## src/rtl/pc_seq_unit_pkg.sv

```systemverilog
// Shared types and default sizing for the basic_proc program-counter sequencer.
package pc_seq_pkg;

    typedef enum logic [2:0] {
        OP_INC   = 3'd0,
        OP_BRREL = 3'd1,
        OP_BRABS = 3'd2,
        OP_CALL  = 3'd3,
        OP_RET   = 3'd4,
        OP_HALT  = 3'd5
    } op_t;

    localparam int PC_W_DEF      = 10;
    localparam int TGT_W_DEF     = 9;
    localparam int RAS_DEPTH_DEF = 4;
    localparam int NUM_PROG_DEF  = 3;

    // A select field is never narrower than one bit, even for a single program.
    function automatic int sel_w(input int n);
        return (n > 1) ? $clog2(n) : 1;
    endfunction

endpackage

```

## src/rtl/pc_seq_unit_if.sv

```systemverilog
// Sequencer control/status bundle between the decoder side and the PC sequencer.
interface pc_seq_unit_if
    import pc_seq_pkg::*;
#(
    parameter int PC_W      = PC_W_DEF,
    parameter int TGT_W     = TGT_W_DEF,
    parameter int RAS_DEPTH = RAS_DEPTH_DEF,
    parameter int NUM_PROG  = NUM_PROG_DEF
);
    localparam int PS_W = sel_w(NUM_PROG);
    localparam int RC_W = $clog2(RAS_DEPTH + 1);

    logic                     Start;
    logic [PS_W-1:0]          ProgSel;
    logic [NUM_PROG*PC_W-1:0] StartVec;
    logic                     Stall;
    logic [2:0]               Op;
    logic [TGT_W-1:0]         Target;
    logic                     CmpFlag;
    logic [PC_W-1:0]          ProgCtr;
    logic                     Halted;
    logic [RC_W-1:0]          RasCount;
    logic                     RasOvf;
    logic                     RasUnf;

    modport master (
        output Start, ProgSel, StartVec, Stall, Op, Target, CmpFlag,
        input  ProgCtr, Halted, RasCount, RasOvf, RasUnf
    );

    modport slave (
        input  Start, ProgSel, StartVec, Stall, Op, Target, CmpFlag,
        output ProgCtr, Halted, RasCount, RasOvf, RasUnf
    );

endinterface

```

## src/rtl/pc_seq_unit_ras_stack.sv

```systemverilog
// Return-address LIFO; pushes on a full stack and pops on an empty one are ignored.
module ras_stack #(
    parameter int DEPTH = 4,
    parameter int W     = 10,
    parameter int CW    = $clog2(DEPTH + 1)
) (
    input  logic          Clk,
    input  logic          Clr,
    input  logic          push,
    input  logic          pop,
    input  logic [W-1:0]  push_data,
    output logic [W-1:0]  top,
    output logic [CW-1:0] count,
    output logic          full,
    output logic          empty
);
    logic [CW-1:0] r_count;
    logic [W-1:0]  r_mem [DEPTH];

    assign full  = (r_count == CW'(DEPTH));
    assign empty = (r_count == {CW{1'b0}});
    assign count = r_count;

    // Occupancy pointer, saturating at both ends.
    always_ff @(posedge Clk) begin
        if (Clr) begin
            r_count <= {CW{1'b0}};
        end else if (push && !full) begin
            r_count <= r_count + CW'(1'b1);
        end else if (pop && !empty) begin
            r_count <= r_count - CW'(1'b1);
        end
    end

    // Entry write at the current pointer.
    always_ff @(posedge Clk) begin
        for (int i = 0; i < DEPTH; i++) begin
            if (push && !full && !Clr && (r_count == CW'(i))) begin
                r_mem[i] <= push_data;
            end
        end
    end

    // Top-of-stack read; zero when empty.
    always_comb begin
        top = {W{1'b0}};
        for (int i = 0; i < DEPTH; i++) begin
            top = (r_count == CW'(i + 1)) ? r_mem[i] : top;
        end
    end

endmodule

```

## src/rtl/pc_seq_unit.sv

```systemverilog
// Program-counter sequencer: start vectors, relative/absolute branches, call/return, stall, halt.
module pc_seq_unit
    import pc_seq_pkg::*;
#(
    parameter int PC_W      = PC_W_DEF,
    parameter int TGT_W     = TGT_W_DEF,
    parameter int RAS_DEPTH = RAS_DEPTH_DEF,
    parameter int NUM_PROG  = NUM_PROG_DEF
) (
    input  logic         Clk,
    input  logic         Reset,
    pc_seq_unit_if.slave io_seq
);
    localparam int RC_W = $clog2(RAS_DEPTH + 1);

    logic [PC_W-1:0] r_pc;
    logic            r_halted;
    logic            r_ovf;
    logic            r_unf;

    logic [PC_W-1:0] w_pc_inc, w_rel, w_abs, w_start_pc, w_next_pc, w_ras_top;
    logic [RC_W-1:0] w_ras_count;
    logic            w_exec, w_clr, w_push, w_pop, w_full, w_empty;
    logic            w_set_ovf, w_set_unf, w_set_halt;

    assign w_pc_inc = r_pc + PC_W'(1'b1);
    assign w_rel    = r_pc + PC_W'($signed(io_seq.Target));
    assign w_abs    = PC_W'(io_seq.Target);
    assign w_exec   = !Reset && !io_seq.Start && !r_halted && !io_seq.Stall;
    assign w_clr    = Reset || io_seq.Start;

    // Start-vector select; out-of-range program numbers fall back to program 0.
    always_comb begin
        w_start_pc = io_seq.StartVec[PC_W-1:0];
        for (int i = 1; i < NUM_PROG; i++) begin
            w_start_pc = (int'(io_seq.ProgSel) == i) ? io_seq.StartVec[i*PC_W +: PC_W] : w_start_pc;
        end
    end

    // Next-PC mux and stack/flag requests for the current op.
    always_comb begin
        w_next_pc  = w_pc_inc;
        w_push     = 1'b0;
        w_pop      = 1'b0;
        w_set_ovf  = 1'b0;
        w_set_unf  = 1'b0;
        w_set_halt = 1'b0;
        case (op_t'(io_seq.Op))
            OP_INC:   w_next_pc = w_pc_inc;
            OP_BRREL: w_next_pc = io_seq.CmpFlag ? w_rel : w_pc_inc;
            OP_BRABS: w_next_pc = io_seq.CmpFlag ? w_abs : w_pc_inc;
            OP_CALL: begin
                w_next_pc = w_abs;
                w_push    = w_exec;
                w_set_ovf = w_full;
            end
            OP_RET: begin
                if (!w_empty) begin
                    w_next_pc = w_ras_top;
                    w_pop     = w_exec;
                end else begin
                    w_next_pc = w_pc_inc;
                    w_set_unf = 1'b1;
                end
            end
            OP_HALT: begin
                w_next_pc  = r_pc;
                w_set_halt = 1'b1;
            end
            default: w_next_pc = w_pc_inc;
        endcase
    end

    // PC and status registers; halt and stall simply leave everything as is.
    always_ff @(posedge Clk) begin
        if (Reset) begin
            r_pc     <= io_seq.StartVec[PC_W-1:0];
            r_halted <= 1'b0;
            r_ovf    <= 1'b0;
            r_unf    <= 1'b0;
        end else if (io_seq.Start) begin
            r_pc     <= w_start_pc;
            r_halted <= 1'b0;
            r_ovf    <= 1'b0;
            r_unf    <= 1'b0;
        end else if (w_exec) begin
            r_pc     <= w_next_pc;
            r_halted <= w_set_halt;
            r_ovf    <= r_ovf | w_set_ovf;
            r_unf    <= r_unf | w_set_unf;
        end
    end

    ras_stack #(
        .DEPTH (RAS_DEPTH),
        .W     (PC_W)
    ) u_ras (
        .Clk       (Clk),
        .Clr       (w_clr),
        .push      (w_push),
        .pop       (w_pop),
        .push_data (w_pc_inc),
        .top       (w_ras_top),
        .count     (w_ras_count),
        .full      (w_full),
        .empty     (w_empty)
    );

    assign io_seq.ProgCtr  = r_pc;
    assign io_seq.Halted   = r_halted;
    assign io_seq.RasCount = w_ras_count;
    assign io_seq.RasOvf   = r_ovf;
    assign io_seq.RasUnf   = r_unf;

endmodule
```

## src/flat_wrapper.sv

```systemverilog
// flat-port wrapper written by rule: the top's interface ports become plain ports
module pc_seq_unit_flat import pc_seq_pkg::*;
#(
    parameter int PC_W      = PC_W_DEF,
    parameter int TGT_W     = TGT_W_DEF,
    parameter int RAS_DEPTH = RAS_DEPTH_DEF,
    parameter int NUM_PROG  = NUM_PROG_DEF
)
  (Clk, Reset, io_seq_Start, io_seq_ProgSel, io_seq_StartVec, io_seq_Stall, io_seq_Op, io_seq_Target, io_seq_CmpFlag, io_seq_ProgCtr, io_seq_Halted, io_seq_RasCount, io_seq_RasOvf, io_seq_RasUnf);
  pc_seq_unit_if #(.PC_W(PC_W), .TGT_W(TGT_W), .RAS_DEPTH(RAS_DEPTH), .NUM_PROG(NUM_PROG)) io_seq_i ();
  input  logic Clk;
  input  logic Reset;
  input wire logic [$bits(io_seq_i.Start)-1:0] io_seq_Start;
  input wire logic [$bits(io_seq_i.ProgSel)-1:0] io_seq_ProgSel;
  input wire logic [$bits(io_seq_i.StartVec)-1:0] io_seq_StartVec;
  input wire logic [$bits(io_seq_i.Stall)-1:0] io_seq_Stall;
  input wire logic [$bits(io_seq_i.Op)-1:0] io_seq_Op;
  input wire logic [$bits(io_seq_i.Target)-1:0] io_seq_Target;
  input wire logic [$bits(io_seq_i.CmpFlag)-1:0] io_seq_CmpFlag;
  output wire logic [$bits(io_seq_i.ProgCtr)-1:0] io_seq_ProgCtr;
  output wire logic [$bits(io_seq_i.Halted)-1:0] io_seq_Halted;
  output wire logic [$bits(io_seq_i.RasCount)-1:0] io_seq_RasCount;
  output wire logic [$bits(io_seq_i.RasOvf)-1:0] io_seq_RasOvf;
  output wire logic [$bits(io_seq_i.RasUnf)-1:0] io_seq_RasUnf;
  assign io_seq_i.Start = io_seq_Start;
  assign io_seq_i.ProgSel = io_seq_ProgSel;
  assign io_seq_i.StartVec = io_seq_StartVec;
  assign io_seq_i.Stall = io_seq_Stall;
  assign io_seq_i.Op = io_seq_Op;
  assign io_seq_i.Target = io_seq_Target;
  assign io_seq_i.CmpFlag = io_seq_CmpFlag;
  assign io_seq_ProgCtr = io_seq_i.ProgCtr;
  assign io_seq_Halted = io_seq_i.Halted;
  assign io_seq_RasCount = io_seq_i.RasCount;
  assign io_seq_RasOvf = io_seq_i.RasOvf;
  assign io_seq_RasUnf = io_seq_i.RasUnf;
  pc_seq_unit #(.PC_W(PC_W), .TGT_W(TGT_W), .RAS_DEPTH(RAS_DEPTH), .NUM_PROG(NUM_PROG)) u_core (.Clk(Clk), .Reset(Reset), .io_seq(io_seq_i));
endmodule
```

## config.mk

```make
export PLATFORM = sky130hd
export DESIGN_NAME = pc_seq_unit_flat
export DESIGN_NICKNAME = d
export VERILOG_FILES = /design/src/rtl/pc_seq_unit_pkg.sv /design/src/rtl/pc_seq_unit_if.sv /design/src/rtl/pc_seq_unit_ras_stack.sv /design/src/rtl/pc_seq_unit.sv /design/src/flat_wrapper.sv
export SDC_FILE = /design/constraint.sdc
export NUM_CORES = 1
export LEC_CHECK = 0
export CAP_MARGIN = 20
export CORE_MARGIN = 10
export CORE_UTILIZATION = 45
export CTS_BUF_LIST = sky130_fd_sc_hd__clkbuf_16
export DETAILED_ROUTE_END_ITERATION = 8
export GPL_TIMING_DRIVEN = 0
export PLACE_DENSITY_LB_ADDON = 0.08
export SLEW_MARGIN = 20
export SYNTH_ARGS = -nofsm -noshare
export SYNTH_HDL_FRONTEND = slang
export SYNTH_HIERARCHICAL = 1
export SYNTH_SLANG_ARGS = --single-unit
```

## constraint.sdc

```tcl
create_clock -name Clk -period 2.7 [get_ports Clk]
set_clock_uncertainty 0.05 [all_clocks]
set_input_delay 0.27 -clock Clk [delete_from_list [all_inputs] [get_ports Clk]]
set_output_delay 0.27 -clock Clk [all_outputs]
set_load 0.005 [all_outputs]
```

==> impl_results.md <==
- Drt total wl: 10.5 mm
- GR Util met3: 3.27%
- WP depth: 7
- Vias: 3259
- Post-synth cell types: 58
- DRT Pass-1 Iters: 5
- Crit path max-delay family: simple AND/OR/NAND/NOR gates
- N_diodes: 0
- Syn nets: 448
- Commonest register cell after synthesis: edfxtp_1
- GR Util met2: 28.7%
- Slowest-stage cell, CP: clkdlybuf4s50_1
- Switching power share of the total: 26.3%
- Mapped Cells: 382
- Die width: 112 um
- Setup tns final: 0 ps
- Critical path required time: 2650 ps
- Final instance area: 4780 um2
- Core Area: 8220 um2
- Worst EP arrival: 2580 ps
- Async set-reset flop share out of synthesis: 0%
- Max Cap Violations: 0
- Dpl hpwl: 8.35 mm
- Final min period: 2620 ps
- Max Freq: 0.381 GHz
- Fillers: 712
- CP cell instances: clkdlybuf4s50_1 -> and2b_2 -> and4_1 -> buf_2 -> nand2b_1 -> nor3b_2 -> buf_4
- Worst reg2reg path depth: 11
- Placed cell areas: 4560 um2
- Fin crit share: 97.2%
- Max incr delay on CP: 630 ps
- CTS Root Cell: clkbuf_16
- Clock Latency Late Sink: 290 ps
- # nets final: 520
- Antenna Nets Post-Route: 0
- Crit Path Class: in2reg
- Vias in the first global route: 3415
- # rows: 33
- Num CTS Buffers: 5
- Port Buf Inserts: 60
- Power density over the cells: 478 nW/um2
- M1 GR Usage: 19.1%
- Setup crit start kind: input pin
- CTS HTree Levels: 2
- Hold path depth: 3
- Largest net degree at the start of global routing: 19
- Synth Warn #: 6
- GPL Wtd Cong: 0.890
- Combinational share of power: 22.3%
- WP buf/inv: 3
- Int Power: 1.68 mW
- I/O pin count: 65
- Crit. End Element: register
- Proportion of layout cells with a drive suffix above 1: 11.4%
- CTS Buffer Depth: 2
- Syn Std Cell Area: 3790 um2
- CTS Hold Bufs: 0
- Status: completed
- Wire per inst: 18.7 um
- IR drop worst, VDD: 0.000306 V
- Slew margin rel.: 53.6%
- Setup violators final: 0
- Slew @ Worst Pin: 694 ps
- Post-synth EDFFs: 50
- Syn Area/Cell: 9.92 um2
- Hold Crit Class: in2reg
- Yosys reg bits: 56
- Final hold viol count: 0
- Initial Utilization: 46.1%
- Clk pwr share: 32.8%
- Final routed DRC violation total: 0
- Die H: 112 um
- Synth-to-layout area growth: 26.1%
- Register area share after synthesis: 42.8%
- Gr ovfl total: 0
- Antenna violations before repair: 0
- Drt initial violations: 154
- Top Usage Layer GRT: met2
- Crit path max fanout: 10
- DIE AREA: 12500 um2
- RSZ-0062 raised after global routing: true
- Leakage: 1.67 nW
- Clock sinks: 56
- Psw: 601 uW
- Pins over their slew limit: 0
- Mean number of vias per cell: 5.82
- Fin Hold WS: 238 ps
- TritonCTS clock tree: yes
- GRT Total Usage: 16.1%
- First-pass GRT wire length: 17.0 mm
- Sequential share of power: 44.9%
- Reg clk slew, reported paths: 70 ps
==> per-stage QoR <==
| stage | setup WS (ps) | util [%] | cells | total power [mW] |
|---|---|---|---|---|
| after floorplan | 211 | - | 382 | 1.33 |
| after detailed placement | -329 | 55.5 | 550 | 1.54 |
| after global placement | -849 | 55.0 | 547 | 1.54 |
| final | 76.5 | 58.2 | 560 | 2.28 |
| after CTS | 4.57 | 57.8 | 559 | 2.28 |
| after global routing | -87.7 | 58.2 | 560 | 2.37 |
==> registers in the layout, indices dropped and copies added, names as in the netlist <==
signal	flops
u_core/u_ras/r_mem	40
u_core/io_seq.ProgCtr	10
u_core/u_ras/count	3
u_core/io_seq.Halted	1
u_core/io_seq.RasOvf	1
u_core/io_seq.RasUnf	1
==> per-layer routing <==
| layer | vias to the layer above | part of all wire, % |
|---|---|---|
| met1 | 1516 | 42 |
| met2 | 124 | 49 |
| li1 | 1606 | - |
| met5 | - | 0 |
| met3 | 13 | 6.5 |
| met4 | 0 | 1.7 |
==> Yosys cell counts, types with 2 or more instances <==
master,n,area [um2]
a21o_1,4,30.0
mux2_2,4,45.0
xor2_1,5,43.8
nor3_1,2,10.0
o221a_2,2,22.5
a21oi_1,30,150
or2_2,2,12.5
a22oi_1,12,90.1
nand4_1,3,18.8
ha_1,16,200
xnor2_1,12,105
and2_1,2,12.5
buf_6,2,22.5
o22ai_1,3,18.8
inv_1,14,52.6
clkbuf_1,11,41.3
o21a_1,2,15.0
and4_1,2,17.5
o21ai_0,44,220
nor2b_1,8,50.1
nor2_1,22,82.6
buf_2,9,45.0
nand2_1,33,124
a221o_2,2,22.5
a221oi_1,9,78.8
o211ai_1,2,15.0
edfxtp_1,50,1500
and3_1,2,12.5
a211oi_1,9,67.6
a41oi_1,2,17.5
nor3b_1,3,22.5
o31ai_1,2,15.0
mux2i_1,12,120
dfxtp_1,6,120
nand2b_1,7,43.8
nand3_1,4,20.0
o21bai_1,2,15.0
a221o_1,6,60.1
==> layout by cell type, fill, tap and decap left out, types with 3 or more instances in the layout <==
master           instances
a21oi_1                 29
xor2_1                   5
a211oi_1                 9
dfxtp_1                  4
clkdlybuf4s50_1         60
nand2_1                 33
a221o_1                  6
o21ai_1                  3
nor2b_1                  8
clkbuf_16                5
buf_2                    9
a22oi_1                 12
mux2i_1                 12
nand2b_1                 6
edfxtp_1                50
a221oi_1                 8
o21ai_0                 42
inv_1                   14
nor2_1                  21
ha_1                    16
o22ai_1                  3
buf_4                    6
mux2_2                   4
a21o_1                   4
xnor2_1                 12
nand3_1                  4
clkbuf_1                 9
nand4_1                  3
==> logic make-up (layout without fill, tap and decap cells) <==
group | Yosys count | after routing | share of synthesized area (%)
adders and majority gates | 17 | 17 | 5.81
DFF | 56 | 56 | 42.8
muxes | 16 | 16 | 4.36
and+or+nand+nor | 98 | 98 | 13.5
buffers and inverters | 36 | 109 | 4.26
AOI/OAI and AO/OA | 142 | 142 | 25.4
xor gates and xnor gates | 17 | 17 | 3.93
==> worst register-to-register path: stages, from the launching register on <==
cell and delay [ps]:
dfxtp_2 350, inv_1 100, ha_1 200, buf_2 170, and2_1 200, buf_4 180
a22oi_1 180, o21ai_1 110, a221o_2 380, a221oi_2 210, o21bai_1 160, o21ai_1 70
==> cell type report <==
type	instances	area, um2	area share, %
Buffer	22	114	2.38
Clock buffer	5	125	2.62
Clock inverter	3	47.5	0.995
Inverter	14	52.6	1.10
Multi-Input combinational cell	290	2050	42.8
Sequential cell	56	1630	34.0
Tap cell	105	131	2.75
Timing Repair Buffer	65	638	13.3
==> repair_timing <==
action                     CTS  global route
setup endpoints to repair   15            20
pin swaps                    1             1
resized for setup            4            13
setup buffers                1             1
==> worst paths after layout <==
kind	startpoint	to	slack, ps
worst max-delay path	io_seq_Op[1]	u_core/u_ras/r_mem[2][7]$_DFFE_PP_	80
worst min-delay path	io_seq_Op[2]	u_core/io_seq.RasUnf$_SDFFE_PP0P_	240
worst max register to register	u_core/u_ras/count[0]$_SDFFE_PP0P_	u_core/io_seq.ProgCtr[0]$_DFFE_PP_	100
worst min register to register	u_core/io_seq.RasOvf$_SDFFE_PP0P_	u_core/io_seq.RasOvf$_SDFFE_PP0P_	430
==> power groups by stage <==
stage | Clock (mW) | Sequential [mW] | Combinational (mW)
final | 0.748 | 1.03 | 0.510
after detailed placement | 0 | 1.05 | 0.490
after floorplan | 0 | 1.04 | 0.290
after global placement | 0 | 1.05 | 0.486
after global routing | 0.781 | 1.03 | 0.557
after CTS | 0.748 | 1.03 | 0.500
Note: power is estimated with default switching activity, not from simulation.
